## src/rtl/udp_message_receiver.sv

```systemverilog
// MII (4-bit) UDP/IPv4 receiver: keeps frames addressed to this board, streams the UDP payload
// into a byte FIFO and gives a per-frame good/bad verdict from FCS, length and rx_er.
module udp_message_receiver #(
  parameter int unsigned MAX_PAYLOAD  = 1472,
  parameter bit          ACCEPT_BCAST = 1'b1
) (
  input  logic        clock,
  input  logic        rst_n,
  input  logic [47:0] BOARD_MAC,
  input  logic [31:0] BOARD_IP,
  input  logic [15:0] BOARD_PORT,
  input  logic        rx_dv,
  input  logic        rx_er,
  input  logic [3:0]  rxd,
  output logic [7:0]  dataout,
  output logic        wrreq,
  output logic        sof,
  output logic        eof,
  output logic        frame_ok,
  output logic        frame_bad,
  output logic [47:0] PC_MAC,
  output logic [31:0] PC_IP,
  output logic [15:0] PC_PORT,
  output logic [15:0] payload_len,
  output logic [15:0] good_cnt,
  output logic [15:0] drop_cnt
);

  localparam logic [31:0] CrcPoly    = 32'hEDB88320;
  localparam logic [31:0] CrcResidue = 32'hDEBB20E3;
  localparam logic [15:0] MaxUdpLen  = 16'(MAX_PAYLOAD + 8);
  localparam logic [10:0] ByteCntMax = 11'h7FF;

  typedef enum logic [2:0] {
    StWaitIdle, StIdle, StPreamble, StHeader, StPayload, StTrail, StDrop
  } state_e;

  function automatic logic [31:0] crc_byte(input logic [31:0] crc, input logic [7:0] data);
    logic [31:0] c;
    c = crc;
    for (int i = 0; i < 8; i++) begin
      c = (c >> 1) ^ ((c[0] ^ data[i]) ? CrcPoly : 32'h0);
    end
    return c;
  endfunction

  state_e      state_q, state_d;
  logic [10:0] byte_cnt_q, byte_cnt_d;
  logic        phase_q, phase_d;
  logic [3:0]  lo_q, lo_d;
  logic [31:0] crc_q, crc_d;
  logic        err_q, err_d;
  logic        uc_ok_q, uc_ok_d, bc_ok_q, bc_ok_d;
  logic [15:0] len_q, len_d;
  logic [47:0] mac_sh_q, mac_sh_d;
  logic [31:0] ip_sh_q, ip_sh_d;
  logic [15:0] port_sh_q, port_sh_d;
  logic [7:0]  dataout_q, dataout_d;
  logic        wrreq_q, wrreq_d, sof_q, sof_d, eof_q, eof_d;
  logic        frame_ok_q, frame_ok_d, frame_bad_q, frame_bad_d;
  logic [47:0] pc_mac_q, pc_mac_d;
  logic [31:0] pc_ip_q, pc_ip_d;
  logic [15:0] pc_port_q, pc_port_d;
  logic [15:0] payload_len_q, payload_len_d;
  logic [15:0] good_cnt_q, good_cnt_d, drop_cnt_q, drop_cnt_d;

  logic [7:0]  cur_byte, mac_byte, ip_byte, port_byte;
  logic [15:0] byte_cnt16;
  logic        hdr_fail, frame_good;

  // Header bytes arrive MSB-first; pick the matching own-address byte by position.
  assign cur_byte   = {rxd, lo_q};
  assign mac_byte   = 8'(BOARD_MAC >> {3'd5 - byte_cnt_q[2:0], 3'b000});
  assign ip_byte    = 8'(BOARD_IP >> {2'd1 - byte_cnt_q[1:0], 3'b000});
  assign port_byte  = byte_cnt_q[0] ? BOARD_PORT[7:0] : BOARD_PORT[15:8];
  assign byte_cnt16 = {5'd0, byte_cnt_q};
  assign frame_good = (crc_q == CrcResidue) && !phase_q && !err_q && (byte_cnt_q >= 11'd64) &&
                      (byte_cnt16 >= payload_len_q + 16'd46);

  always_comb begin
    state_d       = state_q;
    byte_cnt_d    = byte_cnt_q;
    phase_d       = phase_q;
    lo_d          = lo_q;
    crc_d         = crc_q;
    err_d         = err_q;
    uc_ok_d       = uc_ok_q;
    bc_ok_d       = bc_ok_q;
    len_d         = len_q;
    mac_sh_d      = mac_sh_q;
    ip_sh_d       = ip_sh_q;
    port_sh_d     = port_sh_q;
    dataout_d     = dataout_q;
    wrreq_d       = 1'b0;
    sof_d         = 1'b0;
    eof_d         = 1'b0;
    frame_ok_d    = 1'b0;
    frame_bad_d   = 1'b0;
    pc_mac_d      = pc_mac_q;
    pc_ip_d       = pc_ip_q;
    pc_port_d     = pc_port_q;
    payload_len_d = payload_len_q;
    good_cnt_d    = good_cnt_q;
    drop_cnt_d    = drop_cnt_q;
    hdr_fail      = 1'b0;

    case (state_q)
      StWaitIdle: if (!rx_dv) state_d = StIdle;
      StIdle: begin
        if (rx_dv) begin
          state_d = (rxd == 4'h5) ? StPreamble : StDrop;
          err_d   = rx_er;
        end
      end
      StPreamble: begin
        if (!rx_dv) begin
          state_d = StIdle;
        end else begin
          err_d = err_q | rx_er;
          if (rxd == 4'hD) begin
            state_d    = StHeader;
            byte_cnt_d = '0;
            phase_d    = 1'b0;
            crc_d      = '1;
            uc_ok_d    = 1'b1;
            bc_ok_d    = ACCEPT_BCAST;
          end else if (rxd != 4'h5) begin
            state_d = StDrop;
          end
        end
      end
      StHeader, StPayload, StTrail: begin
        if (!rx_dv) begin
          state_d = StIdle;
          if (state_q == StHeader) begin
            drop_cnt_d = drop_cnt_q + 16'd1;
          end else if (frame_good) begin
            frame_ok_d = 1'b1;
            good_cnt_d = good_cnt_q + 16'd1;
            pc_mac_d   = mac_sh_q;
            pc_ip_d    = ip_sh_q;
            pc_port_d  = port_sh_q;
          end else begin
            frame_bad_d = 1'b1;
            drop_cnt_d  = drop_cnt_q + 16'd1;
          end
        end else begin
          err_d   = err_q | rx_er;
          phase_d = ~phase_q;
          if (!phase_q) begin
            lo_d = rxd;
          end else begin
            crc_d = crc_byte(crc_q, cur_byte);
            if (byte_cnt_q != ByteCntMax) byte_cnt_d = byte_cnt_q + 11'd1;
            if (state_q == StHeader) begin
              case (byte_cnt_q) inside
                [11'd0:11'd5]: begin
                  uc_ok_d  = uc_ok_q && (cur_byte == mac_byte);
                  bc_ok_d  = bc_ok_q && (cur_byte == 8'hFF);
                  hdr_fail = !(uc_ok_d || bc_ok_d);
                end
                [11'd6:11'd11]:  mac_sh_d = {mac_sh_q[39:0], cur_byte};
                11'd12:          hdr_fail = (cur_byte != 8'h08);
                11'd13:          hdr_fail = (cur_byte != 8'h00);
                11'd14:          hdr_fail = (cur_byte != 8'h45);
                11'd23:          hdr_fail = (cur_byte != 8'h11);
                [11'd26:11'd29]: ip_sh_d = {ip_sh_q[23:0], cur_byte};
                [11'd30:11'd33]: hdr_fail = (cur_byte != ip_byte);
                [11'd34:11'd35]: port_sh_d = {port_sh_q[7:0], cur_byte};
                [11'd36:11'd37]: hdr_fail = (cur_byte != port_byte);
                11'd38:          len_d = {cur_byte, 8'h00};
                11'd39: begin
                  len_d    = {len_q[15:8], cur_byte};
                  hdr_fail = (len_d < 16'd8) || (len_d > MaxUdpLen);
                  if (!hdr_fail) payload_len_d = len_d - 16'd8;
                end
                11'd41:          state_d = (len_q == 16'd8) ? StTrail : StPayload;
                default: ;
              endcase
              if (hdr_fail) begin
                state_d    = StDrop;
                drop_cnt_d = drop_cnt_q + 16'd1;
              end
            end else if (state_q == StPayload) begin
              wrreq_d   = 1'b1;
              dataout_d = cur_byte;
              sof_d     = (byte_cnt_q == 11'd42);
              if (byte_cnt16 == payload_len_q + 16'd41) begin
                eof_d   = 1'b1;
                state_d = StTrail;
              end
            end
          end
        end
      end
      StDrop: if (!rx_dv) state_d = StIdle;
      default: state_d = StWaitIdle;
    endcase
  end

  always_ff @(posedge clock or negedge rst_n) begin
    if (!rst_n) begin
      state_q       <= StWaitIdle;
      byte_cnt_q    <= '0;
      phase_q       <= 1'b0;
      lo_q          <= '0;
      crc_q         <= '1;
      err_q         <= 1'b0;
      uc_ok_q       <= 1'b0;
      bc_ok_q       <= 1'b0;
      len_q         <= '0;
      mac_sh_q      <= '0;
      ip_sh_q       <= '0;
      port_sh_q     <= '0;
      dataout_q     <= '0;
      wrreq_q       <= 1'b0;
      sof_q         <= 1'b0;
      eof_q         <= 1'b0;
      frame_ok_q    <= 1'b0;
      frame_bad_q   <= 1'b0;
      pc_mac_q      <= '0;
      pc_ip_q       <= '0;
      pc_port_q     <= '0;
      payload_len_q <= '0;
      good_cnt_q    <= '0;
      drop_cnt_q    <= '0;
    end else begin
      state_q       <= state_d;
      byte_cnt_q    <= byte_cnt_d;
      phase_q       <= phase_d;
      lo_q          <= lo_d;
      crc_q         <= crc_d;
      err_q         <= err_d;
      uc_ok_q       <= uc_ok_d;
      bc_ok_q       <= bc_ok_d;
      len_q         <= len_d;
      mac_sh_q      <= mac_sh_d;
      ip_sh_q       <= ip_sh_d;
      port_sh_q     <= port_sh_d;
      dataout_q     <= dataout_d;
      wrreq_q       <= wrreq_d;
      sof_q         <= sof_d;
      eof_q         <= eof_d;
      frame_ok_q    <= frame_ok_d;
      frame_bad_q   <= frame_bad_d;
      pc_mac_q      <= pc_mac_d;
      pc_ip_q       <= pc_ip_d;
      pc_port_q     <= pc_port_d;
      payload_len_q <= payload_len_d;
      good_cnt_q    <= good_cnt_d;
      drop_cnt_q    <= drop_cnt_d;
    end
  end

  assign dataout     = dataout_q;
  assign wrreq       = wrreq_q;
  assign sof         = sof_q;
  assign eof         = eof_q;
  assign frame_ok    = frame_ok_q;
  assign frame_bad   = frame_bad_q;
  assign PC_MAC      = pc_mac_q;
  assign PC_IP       = pc_ip_q;
  assign PC_PORT     = pc_port_q;
  assign payload_len = payload_len_q;
  assign good_cnt    = good_cnt_q;
  assign drop_cnt    = drop_cnt_q;

endmodule

```

## config.mk

```make
export PLATFORM = sky130hd
export DESIGN_NAME = udp_message_receiver
export DESIGN_NICKNAME = d
export VERILOG_FILES = /design/src/rtl/udp_message_receiver.sv
export SDC_FILE = /design/constraint.sdc
export NUM_CORES = 1
export LEC_CHECK = 0
export ABC_CLOCK_PERIOD_IN_PS = 3800
export CORE_ASPECT_RATIO = 0.75
export CORE_MARGIN = 2
export CORE_UTILIZATION = 49
export DETAILED_ROUTE_END_ITERATION = 16
export HOLD_SLACK_MARGIN = 0.05
export PLACE_DENSITY = 0.77
export SYNTH_ARGS = -nofsm -noshare
export SYNTH_HDL_FRONTEND = slang
export SYNTH_SLANG_ARGS = --single-unit
```

## constraint.sdc

```tcl
create_clock -name clock -period 3.8 [get_ports clock]
set_input_delay 0.38 -clock clock [delete_from_list [all_inputs] [get_ports clock]]
set_output_delay 0.38 -clock clock [all_outputs]
set_load 0.05 [all_outputs]
```

[After elaboration in Yosys (flattened, before gate mapping)]
Cells that the tools add are included.
Storage, ports and cells
  bits of input ports: 104
  register bits after elaboration: 323
  output and inout port bits: 157
Cells by class
  $lt $le $gt $ge: 16
  reduce and logical (&&, ||, !) cells: 41
  equal/unequal tests: 59
  shift-type cells: 2
  add/sub/neg operators: 8
  multiplexer cells: 114
  bitwise gates (word level): 32
Operators with widths (count)
  32-bit two-way mux: 12
  31-bit by 32-bit XOR with 32-bit output: 8
  16-bit two-way mux: 7
  3-bit two-way mux: 25
  5-bit inequality test (second input constant): 13
  32-bit case mux with 2 select lines: 1
  1-bit two-way mux: 56
  11-bit two-way mux: 5
  48-bit by 6-bit >> shifter with 8-bit output: 1
  11-bit by 6-bit equality test with 1-bit output (second input constant): 4
  11-bit by 4-bit equality test with 1-bit output (second input constant): 3
  11-bit by 6-bit <= comparator with 1-bit output (second input constant): 3
  16-bit by 1-bit adder with 16-bit output (second input constant): 2
  16-bit by 6-bit adder with 16-bit output (second input constant): 2
  32-bit equality test (second input constant): 1
  32-bit by 5-bit >> shifter with 8-bit output: 1
  15-bit AND reduction: 2
  11-bit by 5-bit >= comparator with 1-bit output (second input constant): 2
  11-bit by 6-bit >= comparator with 1-bit output (second input constant): 2
  11-bit case mux with 2 select lines: 1
  19-bit AND reduction: 1
  2-bit inequality test (second input constant): 9
  17-bit AND reduction: 1
  11-bit by 16-bit equality test with 1-bit output: 1
  53 further kinds: 109

[Longest topological paths before layout]
Gate-level depths: netlist of run 1.
  word-level depth: 27
  depth in mapped cells: 18

[Worst setup path after synthesis of run 1]
OpenSTA, ideal clock, no wires.
  path type: flip-flop to flip-flop
  start point: register payload_len_q[2], in the netlist payload_len[2]
  end point: register pc_mac_q[30], in the netlist PC_MAC[30]
  library setup time: 0.125 ns
  buffers on the path: 3
  required time: 3.675 ns
  path slack: -0.062 ns
  cell stages (with the launch flop): 18
  data arrival time: 3.738 ns
  cells stage by stage: dfrtp_1 -> inv_1 -> ha_1 -> nand2b_1 -> nand2_1 -> nand2b_1 -> nand4_1 -> xor2_1 -> ha_1 -> o311ai_0 -> a2111oi_0 -> o2111ai_1 -> or3_1 -> buf_2 -> inv_1 -> buf_2 -> buf_2 -> mux2_2
Between the ends
  longest elaborated chain between the ends: 4
Ends and longest elaborated chain
  start, declared: RTL line 64  | logic [15:0] payload_len_q, payload_len_d;
  start signal, assigned: RTL line 249  | payload_len_q <= payload_len_d;
  16-bit by 6-bit adder with 16-bit output: RTL line 78  | (byte_cnt16 >= payload_len_q + 16'd46);
  11-bit by 16-bit >= comparator with 1-bit output: RTL line 78
  1-bit logical AND: RTL line 77  | assign frame_good = (crc_q == CrcResidue) && !phase_q && !err_q && (byte_cnt_q >= 11'd64) &&
  4-bit AND reduction (no source line)
  end signal, assigned: RTL line 246  | pc_mac_q <= pc_mac_d;
  end, declared: RTL line 61  | logic [47:0] pc_mac_q, pc_mac_d;
No other way between the ends.
A chain may end at the register's enable or synchronous reset.

[Worst setup path in the final report of run 1]
  start point: register payload_len_q[2], in the netlist payload_len[2]
  end point: register good_cnt_q[15], in the netlist good_cnt[15]
Between the ends
  longest elaborated chain between the ends: 4
Ends and longest elaborated chain
  16-bit by 6-bit adder with 16-bit output: RTL line 78
  11-bit by 16-bit >= comparator with 1-bit output: RTL line 78
  1-bit logical AND: RTL line 77
  4-bit AND reduction (no source line)
  end signal, assigned: RTL line 250  | good_cnt_q <= good_cnt_d;
  end, declared: RTL line 65  | logic [15:0] good_cnt_q, good_cnt_d, drop_cnt_q, drop_cnt_d;
No other way between the ends.

==> results of run 1 <==
==> state kept, by name, indices dropped and copies added (netlist names), 3 cells and up <==
signal / count
good_cnt: 16
byte_cnt_q: 11
crc_q: 32
len_q: 16
mac_sh_q: 48
lo_q: 4
port_sh_q: 16
ip_sh_q: 32
state_q: 3
PC_IP: 32
PC_MAC: 48
drop_cnt: 16
PC_PORT: 16
payload_len: 16
dataout: 8
==> timing repair <==
action	in CTS	in global routing
buffers inserted	0	5
gates resized for setup	0	6
hold buffers	1	0
hold endpoints to repair	95	0
endpoints found under the setup margin	0	108
==> placed cells by master, fill, tap and decap left out, drive strengths merged, types with 32 or more instances in the layout <==
master | Yosys | final
o21ai | 47 | 47
dfrtp | 291 | 291
a21oi | 40 | 40
mux2 | 228 | 228
clkdlybuf4s50 | 0 | 259
dfstp | 32 | 32
nand2 | 61 | 61
clkbuf | 49 | 38
buf | 30 | 60
xor2 | 67 | 67
xnor2 | 98 | 98
nor2 | 83 | 83
nand3 | 37 | 37
==> through the flow <==
step           power (W)  instance area, um^2  hold slack (ns)  utilization [%]  setup WS, ns
2_1_floorplan    0.00756                16000           0.0844                -        0.0148
3_3_place_gp     0.00889                19400            0.455             60.0         0.163
3_5_place_dp     0.00895                19400            0.461             60.0        0.0136
4_1_cts           0.0122                20500            0.462             63.4       0.00258
5_1_grt           0.0129                20500            0.495             63.6       -0.0119
6_report          0.0122                20500            0.468             63.6         0.124
==> where the power goes <==
group	leakage, nW	internal [W]	total, W	switching, W
Sequential	4.28	0.00380	0.00413	0.000327
Clock	0.527	0.00187	0.00323	0.00136
Combinational	4.41	0.00207	0.00485	0.00278
==> worst max path at each step <==
stage / start / to / slack, ns
global route: payload_len[1] / drop_cnt[8] / -0.01
detailed placement: payload_len[1] / good_cnt[15] / 0.01
CTS: payload_len[1] / good_cnt[15] / 0.003
global placement: payload_len[1] / good_cnt[11] / 0.16
finish: payload_len[2] / good_cnt[15] / 0.12
floorplan: payload_len[4] / PC_MAC[30] / 0.01
==> layout make-up <==
cell class | instances | share of cell area [%]
tap | 442 | 2.69
timing repair buffer | 321 | 15.4
sequential | 323 | 39.6
multi-input combinational | 927 | 36.6
clock buffer | 37 | 4.13
clock inverter | 21 | 1.14
inverter | 26 | 0.493
==> per-layer routing <==
metal	up-vias	global-route usage, %
met5	-	0
met4	0	5.21
met3	54	4.46
li1	5366	-
met1	5857	37.4
met2	448	37.8
==> kinds of logic (layout without fill, tap and decap cells) <==
group / count (synthesis) / after routing
flops: 323 / 323
simple gates: 298 / 298
mux: 264 / 264
compound gates: 174 / 174
xor+xnor: 165 / 165
buf+inv: 105 / 405
fa+ha+maj: 26 / 26
==> worst max-delay path, delay by kind of cell, from the launching register on <==
kind                       cells  cell delay [ns]
and+or+nand+nor                5             1.58
AOI/OAI and AO/OA              4             0.95
DFF                            1             0.43
adders and majority gates      1             0.32
xor gates and xnor gates       2             0.32
==> metrics, run 1 <==
status=finished, final reports clean; simple-gate area share of the yosys netlist=9.41%; synth cell count leaders=dfrtp_1, mux2_2, xnor2_1; vias in the first global route=11,700; uppermost routed layer=met4; area share of fa/ha/maj cells after synthesis=2.03%; first-pass GRT wire length=66,800 um; DR vias=11,700; dpl cells=2,032; DP HPWL=30,100 um; Max Fclk=272 MHz; clk buf depth=3; GRT overflow=0; layout cells sized above 1=25.1%; Multi-input gate area=7520 um^2; Clock Latency Late Sink=0.57 ns; synthesized instance count=1,355; I/O pin cnt=261; top_reg_cell synth=dfrtp_1; Routed wire per std cell=20.1 um; Crit path required time=4.28 ns; hold path startpoint=drop_cnt[15]; worst hold path type=reg -> reg; initial antenna violation count=0; largest net degree at the start of global routing=116; IO buf count=260; Final ANT Viol Nets=0; clk_skew=0.0197 ns; largest family of logic cells by synthesized area=multiplexers; Slew HR=32.9%; CP cell instances=or3_4 > a21oi_4 > nor2_1 > xnor2_1 > ha_2 > o2111ai_1 > a2111oi_1 > o2111ai_1 > or3_4 > or4_4 > nor2_2 > xor2_1; routed length on met3=3140 um; Post-Synth XOR/XNOR Area=9.01%; Area contributors post-synth=dfrtp_1, mux2_2, xnor2_1; Worst-path clk slew=0.06 ns; post-synth top area share=45.4%; DRT Pass-1 Iters=5; # rows=57; synth warn=0; worst-margin pin slew=0.999 ns; worst setup path category=reg -> reg; CTS tree=done; max-cap violations=0; r2r worst-path depth=12; Core Footprint=32,300 um^2; post-layout net count=1,760; Syn Area/Cell=11.8 um^2; worst flop-to-flop path startpoint=payload_len[2]; WL final=42,100 um; Leak=9.22 nW; Post-Layout Cell Count=2,097; fill count=2,485; Crit. End Element=register; Tmin final=3.68 ns; Worst VDD drop=0.469 mV; critical path fanouts, max=6; GRT Total Usage=24.9%; Worst Hold Endpoint=drop_cnt[15]; Synth Area in Compound Gates=6.97%; Starting Density=49.6%; met1 wire length=19,200 um; Slowest-stage cell, CP=or3_4; Layout area overhead=28.1%; root buffer selected by CTS=clkbuf_16; startpoint types=register; routed vias/inst=5.59; hold depth=1; Tcrit/Tclk final=96.7%; Final Wtd Congestion=0.950; routed wl met2=19,000 um; Die Wd=213 um; Register Area=8130 um^2; H-tree Lvls=1; drc violations=0; Iter 0 DRT Violations=916; area of the mapped netlist=16,000 um^2; final hold vios=0; Synth Net Count=1,485; Sum Neg Setup Slack=0 ns; reg2reg end=good_cnt[15]; # diodes=0; die extent in y=161 um; Final Max Slew Viols=0; Post-synth EDFFs=0; r2r setup slk=0.12 ns; die area=34,200 um^2; number of library cell types mapped by synthesis=68; crit-path max cell delay=0.48 ns; Num CTS Buffers=31; final setup violating endpoints=0; Yosys top cell by area=dfrtp_1; top-count cell post-synth=dfrtp_1; post-synthesis sequential area ratio=50.7%; Post-synth ARST share=100%; mux share of post-synthesis cell area=19.3%; register bit total from synthesis=323; clk sinks=323; WP data arrival=4.15 ns; power per cell area=594 nW/um^2
Power figures use the tool's default switching activity.
==> run 2: changes to the inputs <==
--- a/config.mk
+++ b/config.mk
@@ -8,10 +8,11 @@
 export ABC_CLOCK_PERIOD_IN_PS = 3800
 export CORE_ASPECT_RATIO = 0.75
 export CORE_MARGIN = 2
-export CORE_UTILIZATION = 49
+export CORE_UTILIZATION = 58
 export DETAILED_ROUTE_END_ITERATION = 16
+export DONT_BUFFER_PORTS = 1
 export HOLD_SLACK_MARGIN = 0.05
-export PLACE_DENSITY = 0.77
+export PLACE_DENSITY = 0.76
 export SYNTH_ARGS = -nofsm -noshare
 export SYNTH_HDL_FRONTEND = slang
 export SYNTH_SLANG_ARGS = --single-unit
==> run 2 against run 1 <==
The run now ends with negative hold slack left. Register-to-register slack improved by 0.08 ns. Worst setup slack gained 0.083 ns. Clock power up 2%. Sequential share of layout area grew 5.9 points. Critical path type unchanged. Largest power group is now registers.
==> metrics, run 2 (synthesis results as in run 1) <==
Num CTS Buffers=31 (unchanged); Leak=8.29 nW (-10%); power per cell area=668 nW/um^2 (+12%); final hold slack=-0.487 ns (-0.955 ns); Routed wire per std cell=23.0 um (+15%); # rows=52 (-8.8%); Layout area overhead=11.5%; Iter 0 DRT Violations=660 (-28%); commonest non-fill, non-tap cells in the layout=dfrtp_1, mux2_2, xnor2_1; WP data arrival=4.08 ns (-0.07 ns); routed vias/inst=6.16 (+10%); IO buf count=0 (-100%); fill count=2,044 (-18%); final setup violating endpoints=0 (unchanged); worst setup path category=reg -> reg; Slew HR=34.2% (+1.3 points); DP HPWL=27,100 um (-10%); Crit. End Element=register; Sum Neg Setup Slack=0 ns (unchanged); clk sinks=323 (unchanged); first-pass GRT wire length=62,500 um (-6.5%); initial antenna violation count=5 (+5); I/O pin cnt=261 (unchanged); WL final=40,300 um (-4.3%); Core Footprint=27,100 um^2 (-16%); layout cells sized above 1=29.4% (+4.3 points); startpoint types=register; DRT Pass-1 Iters=5 (unchanged); worst-margin pin slew=0.987 ns (-0.0116 ns); die extent in y=148 um (-7.9%); Pwr Total=0.0119 W (-2.2%); Die Wd=196 um (-7.9%); final hold vios=291 (+291); Crit path required time=4.28 ns (about the same); max-cap violations=0 (unchanged); status=complete, but fails checks; Clock Latency Late Sink=0.57 ns (about the same); critical path fanouts, max=7 (+1); GRT overflow=0 (unchanged); worst hold path type=in -> async; Final Wtd Congestion=0.940 (-1.0%); Max Fclk=278 MHz (+2.3%); GRT Total Usage=27.7% (+2.8 points); violated checks=negative hold slack; clk buf depth=3 (unchanged); RSZ-0062 raised after global routing=true; Register Area=8130 um^2 (unchanged); root buffer selected by CTS=clkbuf_16; vias in the first global route=10,600 (-9.3%); CTS tree=done; DR vias=10,800 (-8.0%); die area=29,000 um^2 (-15%); most common cell after layout, fill and taps aside=dfrtp_1; drc violations=0 (unchanged); Worst-path clk slew=0.06 ns (about the same); Starting Density=59.3% (+9.6 points); clk_skew=0.0162 ns (-0.00343 ns); post-layout net count=1,504 (-15%); Final Max Slew Viols=0 (unchanged); Tmin final=3.59 ns (-0.0831 ns); Worst VDD drop=0.480 mV (+2.4%); Final ANT Viol Nets=0 (unchanged); largest net degree at the start of global routing=324 (+180%); Layout Utilization=66.1% (+2.5 points); Tcrit/Tclk final=94.5% (-2.2 points); H-tree Lvls=1 (unchanged); Multi-input gate area=7540 um^2 (+0.32%)
==> run 2: stage by stage <==
step	std cells	hold WS [ns]	area, um^2	setup slack [ns]
6_report	1752	-0.487	17900	0.208
5_1_grt	1750	-0.504	17900	-0.0446
4_1_cts	1743	-0.504	17800	0.0195
3_5_place_dp	1679	0.0919	16600	0.0233
3_3_place_gp	1679	0.0938	16600	0.231
2_1_floorplan	1355	0.0844	16000	0.0148
==> run 2: critical path, cell delays in order (launching register included) <==
cell,delay (ns)
dfrtp_2,0.43
or3_4,0.42
a21oi_4,0.15
nor2_1,0.07
xnor2_1,0.14
ha_2,0.33
o2111ai_1,0.12
a2111oi_2,0.38
o2111ai_2,0.20
or3_4,0.50
or4_4,0.49
nor2_4,0.11
xor2_1,0.15
==> run 2: repair_timing <==
action,CTS,global route
resized for setup,0,14
endpoints found under the setup margin,0,71
setup buffers,0,3
hold buffers,7,1
hold endpoints to repair,362,324
==> run 2: path summary, 6_finish.rpt <==
path,from,endpoint,slack [ns],cells past startpoint
max in group asynchronous,rst_n,drop_cnt[5],3.48,0
min in group clock,rx_dv,drop_cnt[8],0.06,2
setup / recovery,payload_len[2],good_cnt[15],0.21,12
hold reg to reg,ip_sh_q[29],PC_IP[29],0.50,1
hold / removal,rst_n,payload_len[12],-0.49,0
setup reg to reg,payload_len[2],good_cnt[15],0.21,12
==> run 2: layer usage <==
metal	up-vias	part of all wire, %	wire length, um	global-route usage [%]
met2	445	45	18100	41.9
li1	4863	-	-	-
met1	5423	44	17700	40.0
met5	-	0.032	13	0
met3	58	8.6	3470	7.19
met4	2	2.5	1010	6.97
==> run 2: power breakdown <==
group	internal (W)	switching, W
combinational	0.00186	0.00238
clock	0.00196	0.00135
sequential	0.00379	0.000602
==> run 2: layout make-up <==
type / count / area share (%)
diodes: 3 / 0.0420
clock buffers: 40 / 4.86
clock inverters: 17 / 1.30
inverters: 26 / 0.567
multi-input cells: 927 / 42.2
flip-flops and latches: 323 / 45.4
well taps: 351 / 2.46
repair buffers: 65 / 3.16
==> run 3: changes to the inputs <==
--- a/config.mk
+++ b/config.mk
@@ -7,12 +7,12 @@
 export LEC_CHECK = 0
 export ABC_CLOCK_PERIOD_IN_PS = 3800
 export CORE_ASPECT_RATIO = 0.75
-export CORE_MARGIN = 2
 export CORE_UTILIZATION = 58
 export DETAILED_ROUTE_END_ITERATION = 16
 export DONT_BUFFER_PORTS = 1
 export HOLD_SLACK_MARGIN = 0.05
 export PLACE_DENSITY = 0.76
+export RECOVER_POWER = 100
 export SYNTH_ARGS = -nofsm -noshare
 export SYNTH_HDL_FRONTEND = slang
 export SYNTH_SLANG_ARGS = --single-unit
==> run 3 against run 2 <==
The run ends with negative hold slack, max-capacitance violations, max-slew violations left. Routed wire length barely moved. Clock skew rose by 0.0067 ns. Critical path depth did not move. Design area fell by 0.33%. Clock power rose by 4%. Critical path type unchanged.
==> metrics, run 3 (synthesis results as in run 1) <==
drc violations=0 (unchanged); commonest non-fill, non-tap cells in the layout=dfrtp_1, mux2_2, xnor2_1; DR vias=10,800 (-0.20%); worst-margin pin slew=2.06 ns (+1.07 ns); Slew HR=-37.6% (-72 points); Post-Layout Cell Count=1,752 (unchanged); r2r worst-path depth=12 (unchanged); GRT Total Usage=28.6% (+0.97 points); fill count=2,010 (-1.7%); Clock Latency Late Sink=0.52 ns (-0.05 ns); vias in the first global route=10,800 (+1.3%); violated checks=negative hold slack, max-capacitance violations, max-slew violations; Tmin final=3.67 ns (+0.0755 ns); Iter 0 DRT Violations=842 (+28%); final setup violating endpoints=0 (unchanged); Sum Neg Setup Slack=0 ns (unchanged); IO buf count=0 (unchanged); final instance area=17,800 um^2 (-0.33%); first-pass GRT wire length=63,000 um (+0.86%); WP data arrival=4.07 ns (about the same); dpl cells=1,682 (+0.18%); Final Max Slew Viols=12 (+12); area post-placement=16,600 um^2 (about the same); Routed wire per std cell=23.0 um (about the same); H-tree Lvls=2 (+1); switching power=0.00441 W (+1.8%); CTS tree=done; root buffer selected by CTS=clkbuf_16; DP HPWL=27,100 um (+0.11%); worst flop-to-flop path startpoint=payload_len[2]; Logic pwr share=35.2% (-0.3 points); critical path fanouts, max=62 (+55); Max Fclk=273 MHz (-2.1%); initial antenna violation count=4 (-1); Final Wtd Congestion=0.986 (+4.9%); final hold vios=291 (unchanged); internal power=0.00768 W (+0.97%); I/O pin cnt=261 (unchanged); Tcrit/Tclk final=96.5% (+2.0 points); Die Wd=194 um (-1.0%); power per cell area=678 nW/um^2 (+1.6%); Post-CTS Hold Fix Bufs=5 (-2); Worst-path clk slew=0.06 ns (about the same); status=complete, but fails checks; Multi-input gate area=7550 um^2 (about the same); clk_skew=0.0230 ns (+0.00674 ns); GRT overflow=0 (unchanged); post-layout net count=1,504 (unchanged); worst setup path category=reg -> reg; Clock power frac=28.5% (+0.8 points); Leak=8.26 nW (-0.31%); DRT Pass-1 Iters=5 (unchanged); Crit. End Element=register; startpoint types=register; largest net degree at the start of global routing=324 (unchanged); Worst VDD drop=0.562 mV (+17%); # rows=52 (unchanged); Final ANT Viol Nets=0 (unchanged); most common cell after layout, fill and taps aside=dfrtp_1; final hold slack=-0.437 ns (+0.0501 ns); clk sinks=323 (unchanged); reg2reg end=PC_MAC[0]; layout cells sized above 1=28.6% (-0.83 points); r2r setup slk=0.13 ns (-0.08 ns); worst hold path type=in -> async; Reg power frac=36.3% (-0.5 points); Register Area=8130 um^2 (about the same); Core Footprint=27,100 um^2 (unchanged); Sw Ratio=36.5% (+0.18 points); Num CTS Buffers=34 (+9.7%); max-cap violations=1 (+1); Starting Density=59.3% (unchanged); routed vias/inst=6.15 (-0.20%); Layout area overhead=11.2%; WL final=40,300 um (about the same); clk buf depth=3 (unchanged); Crit path required time=4.20 ns (-0.08 ns); die area=28,300 um^2 (-2.4%); die extent in y=146 um (-1.4%)
[run 3: layout make-up]
cell class                      count  area share, %
Sequential cell                   323           45.6
Multi-Input combinational cell    927           42.3
Clock buffer                       41           5.21
Tap cell                          351           2.46
Timing Repair Buffer               62           2.45
Clock inverter                     21           1.39
Inverter                           26          0.547
Antenna cell                        1         0.0140
[run 3: power groups by stage]
stage | logic, W | registers [W] | clock network (W)
2_1_floorplan | 0.00327 | 0.00429 | 0
3_3_place_gp | 0.00410 | 0.00443 | 0
3_5_place_dp | 0.00416 | 0.00444 | 0
4_1_cts | 0.00422 | 0.00438 | 0.00349
5_1_grt | 0.00459 | 0.00443 | 0.00364
6_report | 0.00426 | 0.00438 | 0.00344
[run 3: per-stage QoR]
step | total power [W] | util, % | setup WS, ns | hold WS, ns
global route | 0.0127 | 65.9 | -0.00127 | -0.452
floorplan | 0.00756 | - | 0.0148 | 0.0844
finish | 0.0121 | 65.9 | 0.132 | -0.437
global placement | 0.00853 | 61.4 | 0.276 | 0.0931
detailed placement | 0.00860 | 61.4 | -0.171 | 0.0925
CTS | 0.0121 | 66.0 | 0.0252 | -0.445
[run 3: what timing repair did]
action,in CTS,in global routing
setup buffers,0,2
endpoints found under the hold margin,350,323
pin swaps,1,6
resized for setup,3,9
endpoints found under the setup margin,99,65
gates cloned,0,0
[run 3: critical path: stages (launching register included)]
cell and delay (ns):
dfrtp_2 0.43, or3_4 0.42, a21oi_4 0.16, nor2_1 0.07, xnor2_1 0.25, ha_2 0.26, o2111ai_2 0.15, a2111oi_4 0.33
o2111ai_2 0.21, or3_4 0.50, buf_4 0.17, buf_8 0.24, mux2_2 0.34
[run 3: worst max-delay path by stage]
stage	slack [ns]	depth (start not counted)	end	from
after global routing	-0.001	15	PC_MAC[0]	payload_len[2]
after floorplan	0.01	15	PC_MAC[30]	payload_len[4]
after CTS	0.03	12	good_cnt[11]	payload_len[2]
final	0.13	12	PC_MAC[0]	payload_len[2]
after detailed placement	-0.17	12	good_cnt[11]	payload_len[2]
after global placement	0.28	15	good_cnt[13]	payload_len[1]
[run 3: per-layer routing]
| metal | vias to the layer above | GRT usage [%] | routed length [um] |
|---|---|---|---|
| met4 | 2 | 6.39 | 675 |
| li1 | 4840 | - | - |
| met5 | - | 0 | 13 |
| met2 | 445 | 43.9 | 18500 |
| met1 | 5428 | 41.4 | 17300 |
| met3 | 54 | 7.16 | 3790 |
